File: src/rtl/lateral_inhibition_kwta.sv
// k-winner-take-all lateral inhibition over one gamma window.
// Admits the first K spiking neurons (ties broken by index priority),
// records index/time per winner slot, inhibits all later spikes.
module lateral_inhibition_kwta #(
  parameter int NUM_NEURONS = 8,
  parameter int TIME_PERIOD = 8,
  parameter int K           = 1,
  parameter int TIE_HIGH    = 0,
  localparam int IW = $clog2(NUM_NEURONS),
  localparam int TW = $clog2(TIME_PERIOD),
  localparam int CW = $clog2(K+1)
) (
  input  logic                   clk,
  input  logic                   rst_n,
  input  logic                   gamma_start,
  input  logic [NUM_NEURONS-1:0] spike_volley,
  output logic [NUM_NEURONS-1:0] out_spikes,
  output logic [NUM_NEURONS-1:0] winner_mask,
  output logic [K*IW-1:0]        winner_idx,
  output logic [K*TW-1:0]        winner_time,
  output logic [CW-1:0]          winner_count,
  output logic [TW-1:0]          time_val,
  output logic                   busy,
  output logic                   done
);

  typedef enum logic {IDLE, COLLECT} state_e;

  state_e                      state_q, state_d;
  logic [NUM_NEURONS-1:0]      out_q, out_d, mask_q, mask_d;
  logic [K-1:0][IW-1:0]        idx_q, idx_d, adm_idx;
  logic [K-1:0][TW-1:0]        wt_q, wt_d, adm_wt;
  logic [CW-1:0]               cnt_q, cnt_d, adm_cnt;
  logic [TW-1:0]               time_q, time_d;
  logic                        done_q, done_d;
  logic                        last;

  // cand is viewed in priority order (cand_o[0] = highest priority),
  // admissions are mapped back to neuron order with the same permutation
  logic [NUM_NEURONS-1:0]      cand, cand_o, adm_o, adm;

  assign cand = spike_volley & ~mask_q;
  assign last = (time_q == TW'(TIME_PERIOD-1));

  for (genvar g = 0; g < NUM_NEURONS; g++) begin : g_order
    assign cand_o[g] = (TIE_HIGH != 0) ? cand[NUM_NEURONS-1-g]  : cand[g];
    assign adm[g]    = (TIE_HIGH != 0) ? adm_o[NUM_NEURONS-1-g] : adm_o[g];
  end

  // State register
  always_ff @(posedge clk or negedge rst_n) begin
    if (!rst_n) state_q <= IDLE;
    else        state_q <= state_d;
  end

  // Next state: gamma_start always (re)opens a window
  always_comb begin
    state_d = state_q;
    if (gamma_start)                   state_d = COLLECT;
    else if (state_q == COLLECT && last) state_d = IDLE;
  end

  // FSM outputs
  always_comb begin
    busy = (state_q == COLLECT);
  end

  // Admit up to the free slot count in priority order, filling slots in turn
  always_comb begin
    int slot;
    slot    = int'(cnt_q);
    adm_o   = '0;
    adm_idx = idx_q;
    adm_wt  = wt_q;
    for (int p = 0; p < NUM_NEURONS; p++) begin
      if (cand_o[p] && slot < K) begin
        adm_o[p] = 1'b1;
        for (int s = 0; s < K; s++) begin
          if (s == slot) begin
            adm_idx[s] = (TIE_HIGH != 0) ? IW'(NUM_NEURONS-1-p) : IW'(p);
            adm_wt[s]  = time_q;
          end
        end
        slot = slot + 1;
      end
    end
    adm_cnt = CW'(slot);
  end

  // Result/next-state selection: clear on start, accumulate while collecting
  always_comb begin
    out_d  = '0;
    mask_d = mask_q;
    idx_d  = idx_q;
    wt_d   = wt_q;
    cnt_d  = cnt_q;
    time_d = time_q;
    done_d = 1'b0;
    if (gamma_start) begin
      mask_d = '0;
      idx_d  = '0;
      wt_d   = '0;
      cnt_d  = '0;
      time_d = '0;
    end else if (state_q == COLLECT) begin
      out_d  = adm;
      mask_d = mask_q | adm;
      idx_d  = adm_idx;
      wt_d   = adm_wt;
      cnt_d  = adm_cnt;
      // time holds at its final value once the window closes
      if (last) done_d = 1'b1;
      else      time_d = time_q + 1'b1;
    end
  end

  // Result registers
  always_ff @(posedge clk or negedge rst_n) begin
    if (!rst_n) begin
      out_q  <= '0;
      mask_q <= '0;
      idx_q  <= '0;
      wt_q   <= '0;
      cnt_q  <= '0;
      time_q <= '0;
      done_q <= 1'b0;
    end else begin
      out_q  <= out_d;
      mask_q <= mask_d;
      idx_q  <= idx_d;
      wt_q   <= wt_d;
      cnt_q  <= cnt_d;
      time_q <= time_d;
      done_q <= done_d;
    end
  end

  assign out_spikes   = out_q;
  assign winner_mask  = mask_q;
  assign winner_idx   = idx_q;
  assign winner_time  = wt_q;
  assign winner_count = cnt_q;
  assign time_val     = time_q;
  assign done         = done_q;

endmodule
File: config.mk
export PLATFORM = sky130hd
export DESIGN_NAME = lateral_inhibition_kwta
export DESIGN_NICKNAME = d
export VERILOG_FILES = /design/src/rtl/lateral_inhibition_kwta.sv
export SDC_FILE = /design/constraint.sdc
export NUM_CORES = 1
export LEC_CHECK = 0
export BUFFER_PORTS_ARGS = -buffer_cell sky130_fd_sc_hd__buf_2
export CAP_MARGIN = 20
export CORE_ASPECT_RATIO = 1.1
export CORE_MARGIN = 4
export CORE_UTILIZATION = 44
export DETAILED_ROUTE_END_ITERATION = 10
export GPL_ROUTABILITY_DRIVEN = 0
export PLACE_DENSITY = 0.69
export SLEW_MARGIN = 20
export SYNTH_ARGS = -nofsm -noshare
export SYNTH_HDL_FRONTEND = slang
export SYNTH_SLANG_ARGS = --single-unit
File: constraint.sdc
create_clock -name clk -period 4.8 [get_ports clk]
set_input_delay 0.48 -clock clk [delete_from_list [all_inputs] [get_ports clk]]
set_output_delay 0.48 -clock clk [all_outputs]
set_load 0.05 [all_outputs]
==> impl_metrics.yaml, run 1 <==
global_routing:
  grt_pass1_vias: 1196
  antenna_found_initial: 0
  track_usage: 0.162
  grt_overflow_total: 0
  grt_max_degree: 29
  grt_first_pass_wirelength_um: 5420
clocking:
  holdBufCountCts: 0
  cts_buffers: 3
  cts_root_buf: "clkbuf_4"
  path_clk_slew_ns: 0.16
  postCtsResizedCells: 0
  cts_sinks: 28
  post-cts-setup-buffers: 0
  clock_path_buffers: 2
  htreeDepth: 1
  clk_latency_ns: 0.34
  cts_tree: "yes"
logic_synthesis:
  postSynth.asyncResetShare: 1.00
  synth_top_area_share: 0.490
  synthesis.area_mm2: 0.00143
  syn-num-nets: 157
  synth_top_cell_by_area: "dfrtp_1"
  syn_avg_cell_area_um2: 10.3
  synth_cell_types: 43
  ys_top_cells_by_area: "dfrtp_1 49%, ha_1 6.1%, nand2_1 4.2%, a21o_1 3.7%, nor2_1 3.7%"
  yosys_warnings: 0
  synthFlopType: "dfrtp_1"
  synth-edff-count: 0
  synth_seq_cells: 28
  netlist_instances: 139
  ys_seq_area_frac: 0.490
floorplan:
  fp.dieH_um: 67.8
  core_mm2: 0.00307
  fp-row-count: 21
  pin_count: 39
  initial_core_util: 0.465
  dieArea_mm2: 0.00422
  die-width_um: 62.3
power_and_ir_drop:
  clkPwrFrac: 0.279
  combPwrFrac: 0.255
  leakagePower_uw: 0.000959
  internal_power_uw: 379
  seqPwrFrac: 0.465
  vdd_drop_max_v: 0.000203
  switching_power_uw: 187
  power_density_mw_per_mm2: 334
  switching_share: 0.331
setup_path:
  crit_required_ns: 5.01
  critPathArrivalTime_ns: 4.29
  critPathLaunchType: "flop"
  crit_chain: "nand2b_2 -> nand2_2 -> or3_4 -> inv_1 -> ha_1 -> and3b_1 -> xnor2_1 -> ha_1 -> and3b_1 -> mux2_2 -> inv_1 -> ha_1 -> nand3b_1 -> a21oi_1 -> nor2_1 -> mux2i_1 -> o22ai_1"
  crit_slowest_cell: "mux2_2"
  reg2reg_depth: 17
  r2r-start: "winner_mask[0]$_DFFE_PN0P_"
  worstSetupEndpointType: "flop"
  critPathMostFrequentCell: "ha_1"
  r2r-end: "winner_mask[7]$_DFFE_PN0P_"
  cp_slowest_stage_delay_ns: 0.41
  crit_type: "flop to flop"
  reg2reg_slack_ns: 0.72
  path_max_fanout: 6
timing:
  finalHoldViolations: 0
  holdWs_ns: 0.128
  timing.setup.tns_ns: 0
  fmax_ghz: 0.245
  fin_crit_ns: 4.08
  skew_ns: 0.00967
  relSlewSlack: 0.583
  rsz0062_at_grt: "false"
  finalCritPeriodShare: 0.849
  drv_slew: 0
  worst_pin_slew_ns: 0.625
  setup_viol: 0
route:
  vias_per_cell: 5.57
  vias: 1169
  wirelength_um: 3280
  drtIter0Drc: 31
  wire_per_inst_um: 15.6
  post-route-drc-count: 0
  ant_nets: 0
  dr.pass1.iters: 4
place:
  io_buffers: 38
  post-dp-hpwl_um: 2410
cells_and_area:
  layout-drive-gt1-share: 0.313
  area_growth_pct: 18.6
  antenna_cells: 0
  fin_util: 0.551
  fin_nets: 195
run_status:
  status: "finished, final reports clean"
hold_path:
  hp-class: "primary input to async pin"
job:
  maxCapViolCount: 0
## power groups by stage
stage	Sequential, uW	Combinational [uW]	Clock (uW)
floorplan	316	56.8	0
CTS	263	145	160
finish	263	144	158
global route	265	155	171
global placement	267	140	0
detailed placement	267	144	0
## flip-flops by register name, indices dropped and copies added, names as in the netlist
name and cells:
busy 1, done 1, out_spikes 8, time_val 3
winner_count 1, winner_idx 3, winner_mask 8, winner_time 3
## worst max-delay path: cells and delay by family, from the launching register on
family	cells	cell delay [ns]
AOI/OAI and AO/OA	2	0.55
xor gates and xnor gates	1	0.18
adders and majority gates	3	0.47
buffers and inverters	2	0.14
DFF	1	0.39
muxes	2	0.76
and+or+nand+nor	7	1.43
## placed cells by master, fill, tap and decap left out, types with 2 or more instances in the layout
| cell | instances |
|---|---|
| a21oi_1 | 5 |
| buf_2 | 38 |
| nand2_1 | 16 |
| xnor2_1 | 2 |
| a21o_1 | 7 |
| o21ai_0 | 4 |
| dfrtp_1 | 28 |
| ha_1 | 7 |
| inv_1 | 8 |
| mux2i_1 | 4 |
| nand2b_2 | 3 |
| nor4_1 | 3 |
| and3_1 | 2 |
| and3b_1 | 2 |
| nand3_1 | 3 |
| nor2_1 | 14 |
| clkbuf_4 | 3 |
## final cells by class
class	instances	area [um2]
clock buffers	3	22.5
clock inverters	1	30.0
fillers	284	1380
inverters	10	37.5
multi-input cells	96	671
flip-flops and latches	28	701
well taps	34	42.5
repair buffers	38	190
## synth_stat cells, drive strengths merged (2+ instances only)
library cell,n
inv,9
a21oi,5
and3b,2
mux2i,4
clkbuf,4
a21o,7
nor4,3
dfrtp,28
nand2,17
xnor2,2
nand3,3
o21ai,5
and3,2
nand2b,5
nor2,14
ha,7
## metrics by stage
stage / total power [uW] / setup slack [ns] / instances / instance area (um2)
after floorplan: 373 / 0.700 / 139 / 1430
after global placement: 407 / 0.771 / 206 / 1640
after detailed placement: 412 / 0.651 / 206 / 1640
after CTS: 568 / 0.736 / 210 / 1690
after global routing: 591 / 0.380 / 210 / 1690
final: 566 / 0.725 / 210 / 1690
## routing by layer
layer	part of all wire	vias up	GRT usage
li1	-	555	-
met1	0.42	567	0.193
met2	0.51	42	0.294
met3	0.051	5	0.0266
met4	0.015	0	0.0637
met5	0	-	0
## worst max path at each step
stage / startpoint / end / slack, ns
5_1_grt: winner_mask[1]$_DFFE_PN0P_ / winner_time[0]$_DFFE_PN0P_ / 0.38
3_3_place_gp: spike_volley[0] / winner_time[0]$_DFFE_PN0P_ / 0.77
2_1_floorplan: winner_mask[2]$_DFFE_PN0P_ / winner_time[0]$_DFFE_PN0P_ / 0.70
4_1_cts: winner_mask[0]$_DFFE_PN0P_ / winner_time[0]$_DFFE_PN0P_ / 0.74
3_5_place_dp: spike_volley[0] / winner_mask[7]$_DFFE_PN0P_ / 0.65
6_report: winner_mask[0]$_DFFE_PN0P_ / winner_mask[7]$_DFFE_PN0P_ / 0.72
## kinds of logic (layout without fill, tap and decap cells)
logic type                 Yosys count  in the layout  share of synthesized area
AOI/OAI and AO/OA                   27             27                      0.140
adders and majority gates            7              7                     0.0613
DFF                                 28             28                      0.490
and+or+nand+nor                     53             53                      0.201
muxes                                5              5                     0.0359
other                                1              1                    0.00262
buffers and inverters               15             52                     0.0403
xor gates and xnor gates             3              3                     0.0289
Note: power is estimated with default switching activity, not from simulation.
==> run 2: changes to the inputs <==
--- a/config.mk
+++ b/config.mk
@@ -5,6 +5,7 @@
 export SDC_FILE = /design/constraint.sdc
 export NUM_CORES = 1
 export LEC_CHECK = 0
+export ABC_AREA = 1
 export BUFFER_PORTS_ARGS = -buffer_cell sky130_fd_sc_hd__buf_2
 export CAP_MARGIN = 20
 export CORE_ASPECT_RATIO = 1.1
@@ -12,7 +13,7 @@
 export CORE_UTILIZATION = 44
 export DETAILED_ROUTE_END_ITERATION = 10
 export GPL_ROUTABILITY_DRIVEN = 0
-export PLACE_DENSITY = 0.69
+export PLACE_DENSITY = 0.7
 export SLEW_MARGIN = 20
 export SYNTH_ARGS = -nofsm -noshare
 export SYNTH_HDL_FRONTEND = slang
==> constraint.sdc (replaced) <==
create_clock -name clk -period 3.6 [get_ports clk]
set_input_delay 0.36 -clock clk [delete_from_list [all_inputs] [get_ports clk]]
set_output_delay 0.36 -clock clk [all_outputs]
set_load 0.05 [all_outputs]
==> run 2 against run 1 <==
Net effect:
- clock skew down 0.00072 ns
- maximum frequency rose by 22%
- worst hold slack worse by 0.12 ns
- largest cell class is now multi-input combinational cells
- first-iteration DRC count grew 42%
- sequential power up 39%
==> impl_metrics.yaml, run 2 <==
run_status:
  status: "finished, final reports clean"
setup_path:
  reg2reg_depth: 30
  critPathArrivalTime_ns: 3.62
  cp_top_family: "simple AND/OR/NAND/NOR gates"
  cp_slowest_stage_delay_ns: 0.43
  critPathMostFrequentCell: "nand2_2"
  crit_slowest_cell: "dfrtp_1"
  crit_type: "flop to flop"
  critPathBufInv: 8
  crit_cells: 30
  path_max_fanout: 8
  worstSetupEndpointType: "flop"
  r2r-start: "winner_count$_DFFE_PN0P_"
  r2r-end: "winner_time[2]$_DFFE_PN0P_"
  critPathLaunchType: "flop"
  crit_required_ns: 3.87
  reg2reg_slack_ns: 0.26
cells_and_area:
  layout_common_cells: "38 x buf_2, 28 x dfrtp_1, 27 x nand2_1"
  layout-drive-gt1-share: 0.429
  layout.cells.most_common: "buf_2"
  area_growth_pct: 26.4
  fill_cells: 335
  stdcell_area_mm2: 0.00202
  antenna_cells: 0
  fin_cells: 272
  fin_nets: 243
route:
  drtIter0Drc: 44
  wirelength_um: 3430
  vias_per_cell: 4.88
  dr.pass1.iters: 4
  post-route-drc-count: 0
  ant_nets: 0
  wire_per_inst_um: 12.6
  vias: 1328
logic_synthesis:
  ys_seq_area_frac: 0.439
  yosys_warnings: 0
  synth-edff-count: 0
  syn-num-nets: 194
  syn_avg_cell_area_um2: 9.06
  synthXorXnorAreaFrac: 0
  ys_top_cells_by_area: "dfrtp_1 44%, nand2_1 6.8%, ha_1 5.5%, inv_1 4.7%, nand2_4 4.2%"
  ys_top_cells_by_count: "29 x nand2_1, 28 x dfrtp_1, 20 x inv_1, 11 x nor2_1, 9 x inv_2"
  synth_seq_cells: 28
  synth_cell_types: 31
  synth_top_area_share: 0.439
  synth_mux_area_frac: 0
  synth_compound_area_frac: 0.0973
  netlist_instances: 176
  synthesis.area_mm2: 0.00160
  synthFlopType: "dfrtp_1"
  yosys.cell_count.top_type: "nand2_1"
  yosys.area_share.adder: 0.0549
  synth_top_cell_by_area: "dfrtp_1"
  synth_simple_gate_area_frac: 0.329
  postSynth.asyncResetShare: 1.00
  synth_top_family_by_area: "simple AND/OR/NAND/NOR gates"
place:
  numPlacedInstances: 262
  io_buffers: 38
  place_area_mm2: 0.00185
  post-dp-hpwl_um: 2590
floorplan:
  fp-row-count: 22
  pin_count: 39
  initial_core_util: 0.467
  dieArea_mm2: 0.00465
  fp.dieH_um: 71.2
  core_mm2: 0.00341
  die-width_um: 65.4
global_routing:
  track_usage: 0.153
  antenna_found_initial: 0
  grt_max_degree: 29
  grt_pass1_vias: 1209
  grt_overflow_total: 0
  grt_first_pass_wirelength_um: 5570
timing:
  fin_crit_ns: 3.34
  finalHoldViolations: 0
  relSlewSlack: 0.602
  setup_viol: 0
  drv_slew: 0
  skew_ns: 0.00895
  finalCritPeriodShare: 0.929
  worst_pin_slew_ns: 0.596
  fmax_ghz: 0.299
hold_path:
  hp-class: "primary input to async pin"
clocking:
  cts_sinks: 28
  path_clk_slew_ns: 0.15
  clk_latency_ns: 0.33
  htreeDepth: 1
  clock_path_buffers: 2
  cts_tree: "yes"
  cts_buffers: 3
  cts_root_buf: "clkbuf_4"
power_and_ir_drop:
  leakagePower_uw: 0.00108
  power_density_mw_per_mm2: 441
  vdd_drop_max_v: 0.000320
job:
  maxCapViolCount: 0
run 2: changes by cell type in the layout (fill, tap and decap cells not counted), sizes merged, moves of 5 or more:
cell    previous run  this run
nand4              0         6
o21ai              5        12
inv                9        30
a21o               7         0
o22ai              1         7
buf               38        46
nand2b             5         0
nand2             17        40
nand3              3        15
run 2: kinds of logic after synthesis:
logic type	after synthesis
other cells	1
simple gates	83
fa+ha+maj	7
buf+inv	33
compound gates	24
flops	28
run 2: layout make-up:
type                       count  area, um2  area share
sequential                    28        701       0.347
clock inverter                 1       30.0      0.0149
timing repair buffer          46        250       0.124
inverter                      31        124      0.0614
clock buffer                   3       22.5      0.0112
multi-input combinational    115        830       0.411
tap                           48       60.1      0.0298
run 2: where the power goes:
part	internal (uW)	total [uW]	switching, uW
logic	89.9	321	231
clock network	113	202	89.6
registers	344	366	22.3
run 2: worst max path at each step:
stage	from	end	slack (ns)
3_3_place_gp	spike_volley[1]	winner_time[2]$_DFFE_PN0P_	0.1
2_1_floorplan	winner_mask[0]$_DFFE_PN0P_	winner_idx[2]$_DFFE_PN0P_	0.07
6_report	winner_count$_DFFE_PN0P_	winner_time[2]$_DFFE_PN0P_	0.26
5_1_grt	winner_count$_DFFE_PN0P_	winner_time[2]$_DFFE_PN0P_	-0.02
3_5_place_dp	spike_volley[1]	winner_time[2]$_DFFE_PN0P_	0.05
4_1_cts	winner_count$_DFFE_PN0P_	winner_time[2]$_DFFE_PN0P_	0.06
run 2: stage by stage:
stage / hold slack, ns / util / worst slack (ns) / power (uW) / TNS, ns
6_report: 0.0126 / 0.591 / 0.257 / 889 / 0
5_1_grt: 0.0500 / 0.591 / -0.0217 / 938 / -0.0491
4_1_cts: 0.0295 / 0.558 / 0.0619 / 879 / 0
3_5_place_dp: 0.403 / 0.543 / 0.0514 / 678 / 0
3_3_place_gp: 0.413 / 0.543 / 0.0957 / 674 / 0
2_1_floorplan: 0.0644 / - / 0.0726 / 602 / 0
run 2: routing by layer:
layer | track usage | vias up | wire length (um)
li1 | - | 671 | -
met4 | 0.0415 | 0 | 41
met1 | 0.207 | 624 | 1560
met3 | 0.0206 | 5 | 114
met2 | 0.256 | 28 | 1710
met5 | 0 | - | 0
run 2: what timing repair did:
action / in CTS / in global routing
hold buffers: 0 / 0
setup endpoints to repair: 0 / 9
gates resized for setup: 0 / 17
buffers inserted: 0 / 6
==> run 3: changes to the inputs <==
--- a/config.mk
+++ b/config.mk
@@ -11,9 +11,11 @@
 export CORE_ASPECT_RATIO = 1.1
 export CORE_MARGIN = 4
 export CORE_UTILIZATION = 44
+export CTS_BUF_LIST = sky130_fd_sc_hd__clkbuf_16
 export DETAILED_ROUTE_END_ITERATION = 10
 export GPL_ROUTABILITY_DRIVEN = 0
 export PLACE_DENSITY = 0.7
+export SETUP_SLACK_MARGIN = 0.4
 export SLEW_MARGIN = 20
 export SYNTH_ARGS = -nofsm -noshare
 export SYNTH_HDL_FRONTEND = slang
==> run 3 against run 2 <==
Net effect:
- total power is 9.2% higher
- register-to-register slack better by 0.15 ns
- critical path type unchanged
- clock-buffer cell count stayed put
- largest power group unchanged
==> impl_metrics.yaml, run 3 (synthesized netlist as in run 2, its figures left out) <==
run_status:
  status: "finished, final reports clean"
cells_and_area:
  area_growth_pct: 42.4
  fin_nets: 262
  antenna_cells: 0
  layout.cells.most_common: "buf_2"
  layout-drive-gt1-share: 0.535
  layout_common_cells: "38 x buf_2, 27 x buf_4, 24 x nand2_1"
route:
  dr.pass1.iters: 4
  post-route-drc-count: 0
  vias_per_cell: 4.90
  vias: 1426
  wire_per_inst_um: 13.6
  wirelength_um: 3950
  ant_nets: 0
  drtIter0Drc: 90
setup_path:
  crit_required_ns: 3.80
  crit_type: "flop to flop"
  critPathArrivalTime_ns: 3.40
  path_max_fanout: 6
  critPathLaunchType: "flop"
  worstSetupEndpointType: "flop"
global_routing:
  grt_first_pass_wirelength_um: 6090
  grt_pass1_vias: 1389
  grt_max_degree: 29
  grt_overflow_total: 0
  track_usage: 0.169
  antenna_found_initial: 0
clocking:
  cts_sinks: 28
  clk_latency_ns: 0.26
  cts_root_buf: "clkbuf_16"
  cts_tree: "yes"
  path_clk_slew_ns: 0.07
  clock_path_buffers: 2
  cts_buffers: 3
  htreeDepth: 1
job:
  maxCapViolCount: 0
timing:
  fmax_ghz: 0.313
  setup_ws_ns: 0.404
  fin_crit_ns: 3.20
  worst_pin_slew_ns: 0.600
  timing.setup.tns_ns: 0
  drv_slew: 0
  rsz0062_at_grt: "true"
  relSlewSlack: 0.600
  finalHoldViolations: 0
  skew_ns: 0.00183
  finalCritPeriodShare: 0.888
  setup_viol: 0
power_and_ir_drop:
  seqPwrFrac: 0.377
  switching_share: 0.382
  clkPwrFrac: 0.264
  combPwrFrac: 0.360
  switching_power_uw: 371
  internal_power_uw: 600
  vdd_drop_max_v: 0.000191
  power_density_mw_per_mm2: 427
  leakagePower_uw: 0.00119
floorplan:
  fp.dieH_um: 71.2
  dieArea_mm2: 0.00465
  pin_count: 39
  initial_core_util: 0.467
  core_mm2: 0.00341
  fp-row-count: 22
  die-width_um: 65.4
place:
  io_buffers: 38
  post-dp-hpwl_um: 2530
  pre_cts_ws_ns: 0.0103
hold_path:
  hp-class: "primary input to async pin"
## run 3: changes by cell type in the layout (fill, tap and decap cells not counted), sizes merged
cell    previous run  this run
inv               30        29
buf               46        65
bufinv             1         0
clkinv             1         3
## run 3: final timing paths
| kind | depth (start not counted) | from | slack (ns) | end |
|---|---|---|---|---|
| setup / recovery | 27 | winner_count$_DFFE_PN0P_ | 0.40 | winner_time[0]$_DFFE_PN0P_ |
| hold / removal | 1 | rst_n | 0.1 | out_spikes[5]$_DFF_PN0_ |
| setup reg to reg | 27 | winner_count$_DFFE_PN0P_ | 0.40 | winner_time[0]$_DFFE_PN0P_ |
| hold reg to reg | 2 | winner_time[0]$_DFFE_PN0P_ | 0.49 | winner_time[0]$_DFFE_PN0P_ |
| max in group asynchronous | 1 | rst_n | 3.07 | winner_count$_DFFE_PN0P_ |
| min in group clk | 3 | spike_volley[4] | 0.47 | out_spikes[4]$_DFF_PN0_ |
## run 3: through the flow
stage	total power [uW]	area [um2]	utilization	hold WS, ns	cells
after floorplan	606	1630	-	0.0644	176
after global placement	677	1880	0.552	0.410	262
after detailed placement	681	1880	0.552	0.409	262
after CTS	949	2130	0.625	0.128	280
after global routing	1020	2270	0.666	0.157	291
final	971	2270	0.666	0.0956	291
## run 3: per-layer routing
layer / vias up / track usage / part of all wire
li1: 706 / - / -
met1: 678 / 0.200 / 0.42
met2: 35 / 0.309 / 0.53
met3: 7 / 0.0143 / 0.036
met4: 0 / 0.0691 / 0.020
met5: - / 0 / 0
## run 3: power by group through the flow
stage | clock (uW) | combinational (uW) | sequential (uW)
floorplan | 0 | 129 | 477
finish | 256 | 350 | 366
global route | 268 | 381 | 370
CTS | 254 | 329 | 366
detailed placement | 0 | 308 | 372
global placement | 0 | 305 | 371
## run 3: worst max-delay path, cell delays in order, from the launching register on
cell and delay [ns]:
dfrtp_2 0.41, inv_2 0.08, nand2_4 0.06, nor2_8 0.12, nand3_4 0.08, inv_2 0.07, ha_4 0.13, nand3_4 0.13
clkinv_4 0.09, nand2_4 0.05, nand2_4 0.06, ha_4 0.13, nand2_4 0.06, nor2_8 0.14, clkinv_4 0.10, nand2_2 0.07
o21a_4 0.12, inv_2 0.04, ha_4 0.14, and3_4 0.15, buf_4 0.13, buf_4 0.13, nor3_2 0.13, buf_4 0.17
nand3_4 0.08, nand2_2 0.09, nand3_2 0.06, nand2_1 0.08
## run 3: layout make-up
class,count,area (um2)
Fill cell,271,1140
Timing Repair Buffer,65,393
Tap cell,48,60.1
Clock inverter,1,3.75
Clock buffer,3,75.1
Inverter,31,129
Multi-Input combinational cell,115,905
Sequential cell,28,707
## run 3: what timing repair did
item / 4_1_cts / 5_1_grt
setup buffers: 14 / 11
pin swaps: 15 / 22
hold buffers: 0 / 0
gates cloned: 0 / 0
gates resized for setup: 13 / 16
endpoints found under the setup margin: 9 / 9
